`src/rtl/sf_pkt_ctrl.sv`:
```
// Store-and-forward packet controller: pointer, commit and packet-count logic.
// Optional bad/truncated packet discard enabled by SF_PKT_CTRL_DROP_EN.
module sf_pkt_ctrl #(
   parameter int DEPTH_LG2  = 4,
   parameter int DATA_WIDTH = 32
) (
   input  logic                 clk,
   input  logic                 rst_n,
   input  logic                 wren_i,
   input  logic [DATA_WIDTH-1:0] wdata_i,
   output logic                 wready_o,
   output logic                 mem_we_o,
   output logic [DEPTH_LG2-1:0] mem_waddr_o,
   input  logic                 rden_i,
   output logic                 mem_re_o,
   output logic [DEPTH_LG2-1:0] mem_raddr_o,
   output logic                 rvalid_o,
   output logic                 rlast_o,
   output logic                 pkt_avail_o,
   output logic [DEPTH_LG2:0]   pkt_cnt_o,
   output logic                 drop_o,
   output logic                 ovf_o
);

   localparam int DEPTH = 2 ** DEPTH_LG2;
   localparam int PW    = DEPTH_LG2 + 1;
   localparam logic [PW-1:0] DEPTH_P = PW'(DEPTH);
   localparam logic [PW-1:0] ONE_P   = PW'(1);

   logic [PW-1:0]    wptr_q, wptr_d;
   logic [PW-1:0]    cwptr_q, cwptr_d;
   logic [PW-1:0]    rptr_q, rptr_d;
   logic [PW-1:0]    pkt_cnt_q, pkt_cnt_d;
   logic [DEPTH-1:0] eop_q, eop_d;
   logic             trunc_q, trunc_d;
   logic             rvalid_q, rvalid_d;
   logic             rlast_q, rlast_d;
   logic             ovf_q, ovf_d;

   logic [PW-1:0]    used;
   logic             full;
   logic             wr_acc;
   logic             rd_acc;
   logic             is_eop;
   logic             eop_rd;
   logic             commit;

   assign used     = wptr_q - rptr_q;
   assign full     = (used == DEPTH_P);
   assign is_eop   = (wdata_i[DATA_WIDTH-1:1] == '0);
   assign wr_acc   = wren_i & ~full;
   assign rd_acc   = rden_i & pkt_avail_o;
   assign eop_rd   = rd_acc & eop_q[rptr_q[DEPTH_LG2-1:0]];

   assign wready_o    = ~full;
   assign mem_we_o    = wr_acc;
   assign mem_waddr_o = wptr_q[DEPTH_LG2-1:0];
   assign mem_re_o    = rd_acc;
   assign mem_raddr_o = rptr_q[DEPTH_LG2-1:0];
   assign rvalid_o    = rvalid_q;
   assign rlast_o     = rlast_q;
   assign pkt_cnt_o   = pkt_cnt_q;
   assign pkt_avail_o = (pkt_cnt_q != '0);
   assign ovf_o       = ovf_q;

`ifdef SF_PKT_CTRL_DROP_EN
   logic drop_q, drop_d;
   logic is_err;

   assign is_err = wdata_i[0];
   assign drop_o = drop_q;

   always_comb begin
      drop_d  = 1'b0;
      commit  = 1'b0;
      trunc_d = trunc_q;
      wptr_d  = wptr_q;
      cwptr_d = cwptr_q;
      eop_d   = eop_q;
      if (wr_acc) begin
         eop_d[wptr_q[DEPTH_LG2-1:0]] = is_eop;
         wptr_d = wptr_q + ONE_P;
         if (is_eop) begin
            trunc_d = 1'b0;
            if (is_err | trunc_q) drop_d = 1'b1;
            else commit = 1'b1;
         end
      end else if (wren_i) begin
         trunc_d = 1'b1;
         // an EOP arriving while full ends a packet that can never fit
         if (is_eop) begin
            drop_d  = 1'b1;
            trunc_d = 1'b0;
         end
      end
      if (commit) cwptr_d = wptr_q + ONE_P;
      if (drop_d) wptr_d = cwptr_q;
   end
`else
   logic unused_err;

   assign unused_err = wdata_i[0];
   assign drop_o     = 1'b0;

   always_comb begin
      commit  = 1'b0;
      trunc_d = trunc_q;
      wptr_d  = wptr_q;
      cwptr_d = cwptr_q;
      eop_d   = eop_q;
      if (wr_acc) begin
         eop_d[wptr_q[DEPTH_LG2-1:0]] = is_eop;
         wptr_d = wptr_q + ONE_P;
         if (is_eop) begin
            trunc_d = 1'b0;
            commit  = 1'b1;
         end
      end else if (wren_i) begin
         trunc_d = 1'b1;
      end
      if (commit) cwptr_d = wptr_q + ONE_P;
   end
`endif

   always_comb begin
      rptr_d    = rptr_q + PW'(rd_acc);
      rvalid_d  = rd_acc;
      rlast_d   = eop_rd;
      ovf_d     = wren_i & full;
      pkt_cnt_d = pkt_cnt_q + PW'(commit) - PW'(eop_rd);
   end

   always_ff @(posedge clk) begin
      if (!rst_n) begin
         wptr_q    <= '0;
         cwptr_q   <= '0;
         rptr_q    <= '0;
         pkt_cnt_q <= '0;
         eop_q     <= '0;
         trunc_q   <= 1'b0;
         rvalid_q  <= 1'b0;
         rlast_q   <= 1'b0;
         ovf_q     <= 1'b0;
      end else begin
         wptr_q    <= wptr_d;
         cwptr_q   <= cwptr_d;
         rptr_q    <= rptr_d;
         pkt_cnt_q <= pkt_cnt_d;
         eop_q     <= eop_d;
         trunc_q   <= trunc_d;
         rvalid_q  <= rvalid_d;
         rlast_q   <= rlast_d;
         ovf_q     <= ovf_d;
      end
   end

`ifdef SF_PKT_CTRL_DROP_EN
   always_ff @(posedge clk) begin
      if (!rst_n) drop_q <= 1'b0;
      else drop_q <= drop_d;
   end
`endif

endmodule

```
`config.mk`:
```
export PLATFORM = sky130hd
export DESIGN_NAME = sf_pkt_ctrl
export DESIGN_NICKNAME = d
export VERILOG_FILES = /design/src/rtl/sf_pkt_ctrl.sv
export SDC_FILE = /design/constraint.sdc
export NUM_CORES = 1
export LEC_CHECK = 0
export BUFFER_PORTS_ARGS = -buffer_cell sky130_fd_sc_hd__buf_2
export CAP_MARGIN = 20
export CORE_AREA = 2 2 63 65
export DETAILED_ROUTE_END_ITERATION = 8
export DIE_AREA = 0 0 65 67
export GPL_TIMING_DRIVEN = 0
export HOLD_SLACK_MARGIN = 0.1
export PLACE_DENSITY = 0.83
export SLEW_MARGIN = 20
export SYNTH_ARGS = -nofsm -noshare
export SYNTH_HDL_FRONTEND = slang
export SYNTH_SLANG_ARGS = --single-unit
```
`constraint.sdc`:
```
create_clock -name clk -period 10.5 [get_ports clk]
set_input_delay 2.1 -clock clk [delete_from_list [all_inputs] [get_ports clk]]
set_output_delay 2.1 -clock clk [all_outputs]
set_load 0.01 [all_outputs]
```
Word level (Yosys, flattened, before mapping)
Cells that the tools add are included.

operators by class
  add/sub/neg operators = 5
  magnitude comparators = 3
  equal/unequal tests = 1
  mux-type cells = 7
  bitwise operators = 5
  reduce and logical (&&, ||, !) cells = 3

operators with widths
  kind                                                        number
  logical NOT 31 bit                                          1
  bitwise mux 16 bit                                          1
  adder 5 x 1 -> 5 bit                                        2
  less-than comparator 4 x 5 -> 1 bit, second input constant  2
  adder 5 x 1 -> 5 bit, second input constant                 1
  == test 5 bit, second input constant                        1
  nonzero test 5 bit                                          1
  subtractor 5 x 1 -> 5 bit                                   1
  subtractor 5 bit                                            1
  bitwise AND 1 bit                                           4
  binary-select mux 1 bit (select 4 bit)                      1
  demux 1 bit (select 4 bit)                                  1
  >= comparator 4 x 1 -> 1 bit, second input constant         1
  2-to-1 mux 1 bit                                            4
  logical AND 1 bit                                           1
  inverter 1 bit                                              1

storage, ports and cells
  register bits after elaboration = 34
  input port bits = 36
  output and inout bits = 21
  logic and storage cells = 31

Depth between registers and ports, before layout
  word-level depth = 7
  mapped depth = 17
  mapped depth without buffers = 15

Worst setup path before layout
Ideal clock, no wire load.

  path kind = input to output
  from = in wren_i
  to = out mem_we_o
  arrival time = 2598 ps
  data required time = 8400 ps
  path slack = 5802 ps
  stages = 3
  buffers on the path = 1
  cell sequence = buf_1 inv_1 nor2_2

on the way
  longest elaborated chain between the ends = 1

ends and longest elaborated chain
  what               line  text
  from (decl)        9     input logic wren_i,
  bitwise AND 1 bit  51    assign wr_acc = wren_i & ~full;
  to (decl)          12    output logic mem_we_o,

Every way passes these cells.

Worst setup path after layout
Same ends and word-level chain as after synthesis.

==> results.ini <==
[detailed_routing]
drt_first_pass_iters=4
initialDrtViolationCount=68
vias=1710
drt_drc_violations_left=0
avgRoutedWirePerCell_um=12.5
detail_route.wirelength_um=4090
routed_via_count_divided_by_cell_count=5.23
detail-route-antenna-nets=0

[cts]
post_cts_resize_count=0
worst_setup_hold_path_clk_slew_ns=0.06
cts.htree.levels=2
cts-root-to-sink-buffers=2
tritoncts_clock_tree=yes
holdBufCountCts=0
clk_latency_ns=0.28
ctsRootBufferMaster=sky130_fd_sc_hd__clkbuf_8
postCtsSetupBuffers=0
numClockSinks=34
number_of_clock_buffers_inserted_by_tritoncts=5

[worst_setup_path]
timing.critical_path.arrival_ns=2.84
path_cells=buf_1, inv_1, nor2_2, buf_2
crit_path_start=wren_i
path_buf_inv=3
crit_required_ns=8.40
worstSetupPathType=input pin to primary output
critical_path.endpoint_type=primary output
rr_startpoint=rptr_q[2]
crit_fanout=8
crit_family=buffers and inverters
worstSetupStartpointType=input pin
critical-path-max-stage-delay_ns=0.24
cp_slowest_cell=sky130_fd_sc_hd__buf_1

[global_routing]
grtUsageTotal_pct=19.7
grt_overflow_total=0
maximum_number_of_pins_on_one_net_before_global_route_repair=11
global_route_wire_length_before_repair_um=6460
vias_in_the_first_global_route=1498
antenna_violations_before_repair=0

[sta]
worst_clock_skew_ns=0.00861
rsz0062_at_grt=no
timing.setup.tns_ns=0
final_hold_viol_count=0
final_report_setup_violation_count=0
final_min_period_over_clock_period_pct=47.0
min_period_ns=4.94
maxSlewViolCount=0
clock.fmax_ghz=0.203

[power_and_ir_drop]
cellLeakagePower_nw=1.04
cellPowerDensity_nw_per_um2=99.0
largest_vdd_supply_drop_mv=0.0649

[logic_synthesis]
netlist.area_leader.share_pct=34.0
yosys.cell_types.count=36
synth_nets=273
netlist_instances=220
synth-seq-area-share_pct=34.0
post_synth_main_area_contributors=sky130_fd_sc_hd__dfxtp_1, sky130_fd_sc_hd__ha_1, sky130_fd_sc_hd__mux2i_1
top_ff_cell_synth=sky130_fd_sc_hd__dfxtp_1
mean_cell_area_of_the_mapped_netlist_um2=9.10
cell_taking_the_most_area_after_synthesis=sky130_fd_sc_hd__dfxtp_1
synth_edf_count=0
synthesis.area_um2=2000
yosysWarningCount=0
asyncSetResetFlopFracSynth_pct=0
postSynthRegisterBits=34

[cells_and_area]
n_antenna_cell=0
fill_count=313
finish.instance_area_um2=2400
final_net_count=332
area.growth.synth_to_final_pct=19.8
final_layout_size_suffix_gt1_share_pct=27.2

[place]
placedInstanceArea_um2=2320
port_buffers=52
gp_routability_congestion=0.821
detailed_place_hpwl_um=3320

[hold_path]
hold_path.startpoint=eop_q[8]
worstHoldPathType=register to register

[die]
dieArea_um2=4360
initial_utilization_pct=55.5
core_region_area_um2=3610
die-width_um=65
rows=22
fp.dieH_um=67
io_pins=57

[run_status]
status=complete, no violations

[run]
max-cap-violations=0

-- layout by cell type (no fill, tap or decap), drive strengths merged, types with 5 or more instances in the layout --
cell type and count:
nor2 5, inv 13, dfxtp 34, mux2i 16, ha 16, nand2 29, nor3b 8, buf 66
o21ai 5, nor4 11, and2 10, or3 5, clkbuf 13
-- routing by layer --
layer | global-route usage [%] | routed length [µm] | up-vias
met5 | 0 | 0 | -
met4 | 5.59 | 44 | 0
met2 | 36.6 | 2050 | 50
met3 | 5.57 | 215 | 6
met1 | 21.6 | 1770 | 784
li1 | - | - | 870
-- through the flow --
step	utilization, %	hold slack (ns)	total power [mW]	cells	setup slack (ns)
global route	66.5	0.470	0.249	327	5.48
global placement	64.4	0.441	0.151	320	5.56
floorplan	-	0.432	0.143	220	5.80
detailed placement	64.4	0.449	0.152	320	5.57
finish	66.5	0.454	0.237	327	5.56
CTS	66.5	0.459	0.240	327	5.56
-- where the power goes --
part,total [mW],leakage (nW),switching (mW),internal (mW)
combinational,0.0181,0.731,0.00910,0.00903
sequential,0.131,0.274,0.00120,0.130
clock,0.0884,0.0383,0.0429,0.0456
-- path summary, 6_finish.rpt --
| kind | to | slack (ns) | cells past startpoint |
|---|---|---|---|
| max reg2reg | pkt_cnt_o[4] | 6.73 | 16 |
| min | eop_q[8] | 0.45 | 2 |
| min reg2reg | eop_q[8] | 0.45 | 2 |
| max | mem_we_o | 5.56 | 4 |
-- synth_stat cells (3+ instances only) --
master,n
sky130_fd_sc_hd__dfxtp_1,34
sky130_fd_sc_hd__nor2_1,4
sky130_fd_sc_hd__o21ai_0,5
sky130_fd_sc_hd__clkbuf_1,6
sky130_fd_sc_hd__xor2_1,4
sky130_fd_sc_hd__mux2i_1,16
sky130_fd_sc_hd__nand3_1,4
sky130_fd_sc_hd__ha_1,16
sky130_fd_sc_hd__xnor2_1,4
sky130_fd_sc_hd__nor4_1,11
sky130_fd_sc_hd__nor3b_1,8
sky130_fd_sc_hd__and3_1,3
sky130_fd_sc_hd__and2_1,10
sky130_fd_sc_hd__buf_4,9
sky130_fd_sc_hd__or3_1,5
sky130_fd_sc_hd__inv_1,13
sky130_fd_sc_hd__nand2_1,29
sky130_fd_sc_hd__mux4_2,4
sky130_fd_sc_hd__nand4_1,4
sky130_fd_sc_hd__a21oi_1,4
sky130_fd_sc_hd__nor2b_1,4
sky130_fd_sc_hd__nor3_1,4
-- registers in the layout, indices dropped and copies added, names as in the netlist --
name / cells
eop_q: 16
wptr_q: 5
rptr_q: 5
rvalid_o: 1
rlast_o: 1
ovf_o: 1
pkt_cnt_o: 5
-- worst register-to-register path, delay by kind of cell (launching register included) --
family	cells	cell delay, ns
adders and majority gates	4	1.01
buffers and inverters	4	0.71
and+or+nand+nor	5	0.70
AOI/OAI and AO/OA	3	0.91
DFF	1	0.33
-- layout make-up --
| cell class | instances | area [µm²] | share of cell area [%] |
|---|---|---|---|
| Sequential cell | 34 | 681 | 28.4 |
| Inverter | 13 | 48.8 | 2.03 |
| Buffer | 20 | 126 | 5.27 |
| Tap cell | 48 | 60.1 | 2.50 |
| Timing Repair Buffer | 52 | 260 | 10.9 |
| Multi-Input combinational cell | 153 | 1150 | 47.8 |
| Clock buffer | 7 | 76.3 | 3.18 |
-- cells by family (layout without fill, tap and decap cells) --
family                   Yosys count  after routing  synth area share (%)
AND/OR/NAND/NOR                   88             88                  23.4
flip-flops                        34             34                  34.0
buffers and inverters             33             92                  8.75
multiplexers                      20             20                  12.5
AO/OA/AOI/OAI                     19             19                  6.69
adder cells (fa/ha/maj)           17             17                  11.0
XOR/XNOR                           8              8                  3.50
other                              1              1                 0.187
(Power assumes the default switching activity.)
